==> src/rtl/collision_pkg.sv <==
// Shared constants and types for the collision scheduler: the box word layout
// and the scan state encoding.
package collision_pkg;

  localparam int COORD_W = 11;
  localparam int BOX_W   = 4 * COORD_W;

  // Field offsets inside one box word: {bottomy, topy, rightx, leftx}
  localparam int BOT_Y   = 3 * COORD_W;
  localparam int TOP_Y   = 2 * COORD_W;
  localparam int RIGHT_X = 1 * COORD_W;
  localparam int LEFT_X  = 0;

  typedef enum logic [1:0] {
    S_IDLE,
    S_SCAN,
    S_DONE
  } state_e;

endpackage

==> src/rtl/collision_scheduler_if.sv <==
// Bus between the position registers / game-state logic (master) and the
// collision scheduler (slave).
interface collision_scheduler_if #(
  parameter int NUM_BULLETS = 4,
  parameter int NUM_TARGETS = 8,
  parameter int COORD_W     = collision_pkg::COORD_W
);
  localparam int BOX_W = 4 * COORD_W;
  localparam int CNT_W = $clog2(NUM_BULLETS + 1);

  logic                           start;
  logic [NUM_BULLETS-1:0]         bullet_valid;
  logic [NUM_BULLETS*BOX_W-1:0]   bullet_boxes;
  logic [NUM_TARGETS-1:0]         target_alive;
  logic [NUM_TARGETS*BOX_W-1:0]   target_boxes;
  logic                           busy;
  logic                           done;
  logic [NUM_BULLETS-1:0]         bullet_hit;
  logic [NUM_TARGETS-1:0]         target_hit;
  logic [CNT_W-1:0]               hit_count;

  modport master (
    output start, bullet_valid, bullet_boxes, target_alive, target_boxes,
    input  busy, done, bullet_hit, target_hit, hit_count
  );

  modport slave (
    input  start, bullet_valid, bullet_boxes, target_alive, target_boxes,
    output busy, done, bullet_hit, target_hit, hit_count
  );

endinterface

==> src/rtl/box_overlap.sv <==
// Combinational axis-aligned box overlap test, inclusive on every edge.
module box_overlap
  import collision_pkg::*;
(
  input  logic [BOX_W-1:0] bullet_box,
  input  logic [BOX_W-1:0] target_box,
  output logic             overlap
);

  logic [COORD_W-1:0] b_left, b_right, b_top, b_bot;
  logic [COORD_W-1:0] t_left, t_right, t_top, t_bot;

  assign b_left  = bullet_box[LEFT_X  +: COORD_W];
  assign b_right = bullet_box[RIGHT_X +: COORD_W];
  assign b_top   = bullet_box[TOP_Y   +: COORD_W];
  assign b_bot   = bullet_box[BOT_Y   +: COORD_W];
  assign t_left  = target_box[LEFT_X  +: COORD_W];
  assign t_right = target_box[RIGHT_X +: COORD_W];
  assign t_top   = target_box[TOP_Y   +: COORD_W];
  assign t_bot   = target_box[BOT_Y   +: COORD_W];

  // y grows downward, so "top" is the smaller y value
  assign overlap = (b_left <= t_right) && (b_right >= t_left) &&
                   (b_top  <= t_bot)   && (b_bot   >= t_top);

endmodule

==> src/rtl/collision_scheduler.sv <==
// Scans every (bullet, alien) pair once per frame tick through a single
// shared overlap checker; each bullet and each alien is consumed at most once,
// with the lowest index winning through scan order.
module collision_scheduler
  import collision_pkg::*;
#(
  parameter int NUM_BULLETS = 4,
  parameter int NUM_TARGETS = 8
)(
  input  logic                  clk,
  input  logic                  rst,
  collision_scheduler_if.slave  bus
);

  localparam int BW    = (NUM_BULLETS > 1) ? $clog2(NUM_BULLETS) : 1;
  localparam int TW    = (NUM_TARGETS > 1) ? $clog2(NUM_TARGETS) : 1;
  localparam int CNT_W = $clog2(NUM_BULLETS + 1);

  localparam logic [BW-1:0] B_LAST = BW'(NUM_BULLETS - 1);
  localparam logic [TW-1:0] T_LAST = TW'(NUM_TARGETS - 1);

  state_e                 state_q, state_d;
  logic [BW-1:0]          b_q, b_d;
  logic [TW-1:0]          t_q, t_d;
  logic [NUM_BULLETS-1:0] valid_q, valid_d;
  logic [NUM_TARGETS-1:0] alive_q, alive_d;
  logic [NUM_BULLETS-1:0] bullet_hit_q, bullet_hit_d;
  logic [NUM_TARGETS-1:0] target_hit_q, target_hit_d;
  logic [CNT_W-1:0]       hit_count_q, hit_count_d;

  logic [BOX_W-1:0] cur_bullet_box;
  logic [BOX_W-1:0] cur_target_box;
  logic             pair_overlap;
  logic             pair_hit;

  // The single checker sees whichever pair the counters currently select
  assign cur_bullet_box = bus.bullet_boxes[int'(b_q) * BOX_W +: BOX_W];
  assign cur_target_box = bus.target_boxes[int'(t_q) * BOX_W +: BOX_W];

  box_overlap u_overlap (
    .bullet_box (cur_bullet_box),
    .target_box (cur_target_box),
    .overlap    (pair_overlap)
  );

  // Both sides must still be free; the hit masks double as "already consumed"
  assign pair_hit = valid_q[b_q] && !bullet_hit_q[b_q] &&
                    alive_q[t_q] && !target_hit_q[t_q] && pair_overlap;

  // Next-state, counter and hit-mask update
  always_comb begin
    // NOTE: every signal gets a default before the case so no path leaves it unassigned, which would infer a latch.
    state_d      = state_q;
    b_d          = b_q;
    t_d          = t_q;
    valid_d      = valid_q;
    alive_d      = alive_q;
    bullet_hit_d = bullet_hit_q;
    target_hit_d = target_hit_q;
    hit_count_d  = hit_count_q;

    unique case (state_q)
      S_IDLE: begin
        if (bus.start) begin
          valid_d      = bus.bullet_valid;
          alive_d      = bus.target_alive;
          bullet_hit_d = '0;
          target_hit_d = '0;
          hit_count_d  = '0;
          b_d          = '0;
          t_d          = '0;
          state_d      = S_SCAN;
        end
      end
      S_SCAN: begin
        if (pair_hit) begin
          bullet_hit_d[b_q] = 1'b1;
          target_hit_d[t_q] = 1'b1;
          hit_count_d       = hit_count_q + 1'b1;
        end
        // Terminal compares end the pass; the counters never wrap into a second one
        if (t_q == T_LAST) begin
          t_d = '0;
          if (b_q == B_LAST) state_d = S_DONE;
          else               b_d     = b_q + 1'b1;
        end else begin
          t_d = t_q + 1'b1;
        end
      end
      S_DONE:  state_d = S_IDLE;
      default: state_d = S_IDLE;
    endcase
  end

  // State and result registers; reset drops any scan in flight without a done pulse
  always_ff @(posedge clk or posedge rst) begin
    if (rst) begin
      state_q      <= S_IDLE;
      b_q          <= '0;
      t_q          <= '0;
      valid_q      <= '0;
      alive_q      <= '0;
      bullet_hit_q <= '0;
      target_hit_q <= '0;
      hit_count_q  <= '0;
    end else begin
      // NOTE: non-blocking assignments so every flop samples the pre-edge values of the others.
      state_q      <= state_d;
      b_q          <= b_d;
      t_q          <= t_d;
      valid_q      <= valid_d;
      alive_q      <= alive_d;
      bullet_hit_q <= bullet_hit_d;
      target_hit_q <= target_hit_d;
      hit_count_q  <= hit_count_d;
    end
  end

  assign bus.busy       = (state_q != S_IDLE);
  assign bus.done       = (state_q == S_DONE);
  assign bus.bullet_hit = bullet_hit_q;
  assign bus.target_hit = target_hit_q;
  assign bus.hit_count  = hit_count_q;

endmodule

==> src/flat_wrapper.sv <==
// flat-port wrapper written by rule: the top's interface ports become plain ports
module collision_scheduler_flat import collision_pkg::*;
#(
  parameter int NUM_BULLETS = 4,
  parameter int NUM_TARGETS = 8
)
  (clk, rst, bus_start, bus_bullet_valid, bus_bullet_boxes, bus_target_alive, bus_target_boxes, bus_busy, bus_done, bus_bullet_hit, bus_target_hit, bus_hit_count);
  collision_scheduler_if #(.NUM_BULLETS(NUM_BULLETS), .NUM_TARGETS(NUM_TARGETS)) bus_i ();
  input  logic clk;
  input  logic rst;
  input wire logic [$bits(bus_i.start)-1:0] bus_start;
  input wire logic [$bits(bus_i.bullet_valid)-1:0] bus_bullet_valid;
  input wire logic [$bits(bus_i.bullet_boxes)-1:0] bus_bullet_boxes;
  input wire logic [$bits(bus_i.target_alive)-1:0] bus_target_alive;
  input wire logic [$bits(bus_i.target_boxes)-1:0] bus_target_boxes;
  output wire logic [$bits(bus_i.busy)-1:0] bus_busy;
  output wire logic [$bits(bus_i.done)-1:0] bus_done;
  output wire logic [$bits(bus_i.bullet_hit)-1:0] bus_bullet_hit;
  output wire logic [$bits(bus_i.target_hit)-1:0] bus_target_hit;
  output wire logic [$bits(bus_i.hit_count)-1:0] bus_hit_count;
  assign bus_i.start = bus_start;
  assign bus_i.bullet_valid = bus_bullet_valid;
  assign bus_i.bullet_boxes = bus_bullet_boxes;
  assign bus_i.target_alive = bus_target_alive;
  assign bus_i.target_boxes = bus_target_boxes;
  assign bus_busy = bus_i.busy;
  assign bus_done = bus_i.done;
  assign bus_bullet_hit = bus_i.bullet_hit;
  assign bus_target_hit = bus_i.target_hit;
  assign bus_hit_count = bus_i.hit_count;
  collision_scheduler #(.NUM_BULLETS(NUM_BULLETS), .NUM_TARGETS(NUM_TARGETS)) u_core (.clk(clk), .rst(rst), .bus(bus_i));
endmodule
==> config.mk <==
export PLATFORM = sky130hd
export DESIGN_NAME = collision_scheduler_flat
export DESIGN_NICKNAME = d
export VERILOG_FILES = /design/src/rtl/collision_pkg.sv /design/src/rtl/collision_scheduler_if.sv /design/src/rtl/box_overlap.sv /design/src/rtl/collision_scheduler.sv /design/src/flat_wrapper.sv
export SDC_FILE = /design/constraint.sdc
export NUM_CORES = 1
export LEC_CHECK = 0
export CORE_AREA = 2 2 216 218
export DETAILED_ROUTE_END_ITERATION = 10
export DIE_AREA = 0 0 218 220
export PLACE_DENSITY = 0.49
export SETUP_SLACK_MARGIN = 0.4
export SYNTH_ARGS = -nofsm -noshare
export SYNTH_HDL_FRONTEND = slang
export SYNTH_HIERARCHICAL = 1
export SYNTH_SLANG_ARGS = --single-unit
export TNS_END_PERCENT = 50
==> constraint.sdc <==
create_clock -name clk -period 4.87 [get_ports clk]
set_input_delay 0.7305 -clock clk [delete_from_list [all_inputs] [get_ports clk]]
set_output_delay 0.7305 -clock clk [all_outputs]
set_load 0.01 [all_outputs]
==> flow_summary.toml <==
[run_status]
status = "completed"

[sta]
finalHoldViolCount = 0
setup_viol = 0
finalCritPeriodShare = 0.8750
final.setup.tns_ps = 0
slew_viol_final = 0
timing.fmax_mhz = 234.7
skew_ps = 6.318
rsz0062_at_grt = "false"
post-route-min-period_ps = 4261
relSlewSlack = 0.4727
tightest_slew_ps = 791.0
layout_setup_ws_ps = 608.7

[clock_tree]
hold_buffers = 0
cts_sinks = 34
clock_path_buffers = 2
path_clk_slew_ps = 50
htreeDepth = 2
cts_made_buffers = 5
cts_tree = "done"
root_buffer = "clkbuf_16"
clk_latency_ps = 290

[synthesis]
syn-cell-area_um2 = 6533
synth.top_cells.by_count = "mux2i_1 (54), mux4_2 (53), nor2_1 (53)"
yosys_register_bits = 34
synth_edf_count = 0
yosysSeqAreaShare = 0.1302
synth_nets = 1308
synth_top_family_by_area = "multiplexers"
yosysTopAreaCell = "mux4_2"
yosys_warnings = 6
synth.most_common_cell = "mux2i_1"
async_flop_share = 1.000
synthSimpleGateAreaFrac = 0.1029
synth_top_area_frac = 0.1827
synth_cell_type_count = 63
synth-adder-area-share = 0.09768
synth.avg_cell_area_um2 = 9.149
synth_mux_area_frac = 0.3413
synth_compound_area_frac = 0.2521
syn_inst = 714
synth_area_leaders = "mux4_2 (18%), dfrtp_1 (13%), ha_1 (9.8%)"
yosys_most_used_dff = "dfrtp_1"
synth_xor_xnor_area_share = 0

[route]
drt_iter0_markers = 432
finalWirelength_mm = 53.57
via_per_inst = 4.496
wire_per_inst_um = 27.91
vias = 8628
dr.pass1.iters = 5
drc = 0
ant_nets = 0

[floorplan]
die_w_um = 218
die_area_um2 = 47960
start_util = 0.1424
die_h_um = 220
io-pin-count = 560
rows = 79
core_um2 = 45860

[setup_path]
start_kind = "flop"
required_ps = 5080
slowest_stage = "dfrtp_4"
cp_slowest_stage_delay_ps = 540
critical_path_class = "reg2reg"
crit_arrival_ps = 4470
worstPathCellList = "buf_12 > buf_12 > clkbuf_16 > mux2i_1 > o21ai_0 > a221o_1 > inv_1 > ha_1 > nand4_1 > a21oi_1 > nor4_1 > nor3_1 > nor4_2 > buf_4 > nand3b_1 > a221oi_2 > nand4_1 > a211oi_2 > buf_4 > mux2i_1"
crit_fanout = 10
worst_setup_path_end_kind = "flop"

[placed_design]
post-place-cells = 1870
numPortBuffers = 559
hpwl_mm = 44.67
pre_cts_slack_ps = 127.4
gp_congestion = 0.8645
post_dp_cell_area_um2 = 13060

[cells_and_area]
area_growth_pct = 113.3
nNetsFinal = 1900
layout.cells.non_filler = 1919
layout-drive-gt1-share = 0.1859
finalInstanceArea_um2 = 13930

[pwr]
ir_drop_mv = 0.2036
p_leak_nw = 5.353
powerDensity_nw_per_um2 = 506.0

[job]
max_cap_violations = 0

[global_routing]
antenna_found_initial = 12
grt_pass1_vias = 8961
grt_max_degree = 76
grt.total_usage = 0.2043
grt_overflow = 0
grt_pass1_wl_mm = 68.09

[worst_hold_path]
hold_path.class = "reg2reg"
repair_timing:
item                                    CTS  global route
pin swaps                                 0            19
buffers inserted                          2            28
gates cloned                              0             6
resized for setup                         4            76
endpoints found under the setup margin    3            15
cells in the final DEF (no fill, tap or decap), types with 38 or more instances in the layout:
master and n:
clkdlybuf4s50_1 558, buf_4 58, mux2i_1 53, mux4_2 53, inv_1 49, ha_1 49, nor2_1 47, mux2_2 43
a21oi_1 39, nand2_1 38
per-stage QoR:
| step | util | hold slack, ps | power (W) |
|---|---|---|---|
| final | 0.3038 | 498.4 | 0.007049 |
| after global routing | 0.3036 | 522.7 | 0.007556 |
| after CTS | 0.2885 | 500.4 | 0.006420 |
| after detailed placement | 0.2846 | 487.6 | 0.006045 |
| after global placement | 0.2846 | 481.7 | 0.006009 |
| after floorplan | - | 470.8 | 0.003576 |
power breakdown:
part / internal, W / switching (W)
Clock: 0.000203 / 0.000121
Combinational: 0.00288 / 0.00327
Sequential: 0.000392 / 0.000182
flip-flops by register name, summed over array words and instances (netlist names):
signal,cells
u_core/state_q,2
u_core/t_q,3
u_core/bus.hit_count,3
u_core/b_q,2
u_core/bus.target_hit,8
u_core/valid_q,4
u_core/alive_q,8
u_core/bus.bullet_hit,4
worst max-delay path: cells and delay by family, from the launching register on:
family	cells	cell delay [ps]
AND/OR/NAND/NOR	6	960
adder cells (fa/ha/maj)	1	220
AO/OA/AOI/OAI	5	970
flip-flops	1	540
buffers and inverters	6	930
multiplexers	2	570
final cells by class:
| cell class | instances | area, um2 |
|---|---|---|
| Multi-Input combinational cell | 567 | 5383 |
| Antenna cell | 5 | 12.51 |
| Clock inverter | 1 | 5.005 |
| Inverter | 54 | 219.0 |
| Fill cell | 4847 | 31930 |
| Sequential cell | 34 | 867.1 |
| Tap cell | 607 | 759.5 |
| Clock buffer | 7 | 142.6 |
| Timing Repair Buffer | 644 | 6544 |
worst paths after layout:
check                             startpoint                  endpoint  slack [ps]  cells past startpoint
setup / recovery               u_core/t_q[2]   u_core/bus.hit_count[0]         610                     20
hold / removal             u_core/alive_q[4]         u_core/alive_q[4]         500                      1
setup reg to reg               u_core/t_q[2]   u_core/bus.hit_count[0]         610                     20
hold reg to reg            u_core/alive_q[4]         u_core/alive_q[4]         500                      1
max in group asynchronous                rst             u_core/t_q[2]        3250                      3
min in group asynchronous                rst  u_core/bus.bullet_hit[3]         860                      2
layer usage:
layer  global-route usage  part of all wire  vias up
met1               0.2455              0.41     4137
met3              0.05135             0.076       48
met4              0.03968             0.019       12
met5                    0            0.0015        -
li1                     -                 -     4010
met2               0.3673              0.49      421
kinds of logic (layout without fill, tap and decap cells):
family                     Yosys count  count (layout)
other                                0               5
buffers and inverters              113             706
DFF                                 34              34
AOI/OAI and AO/OA                  224             224
and+or+nand+nor                    141             141
muxes                              151             151
adders and majority gates           51              51
Power figures use the tool's default switching activity.
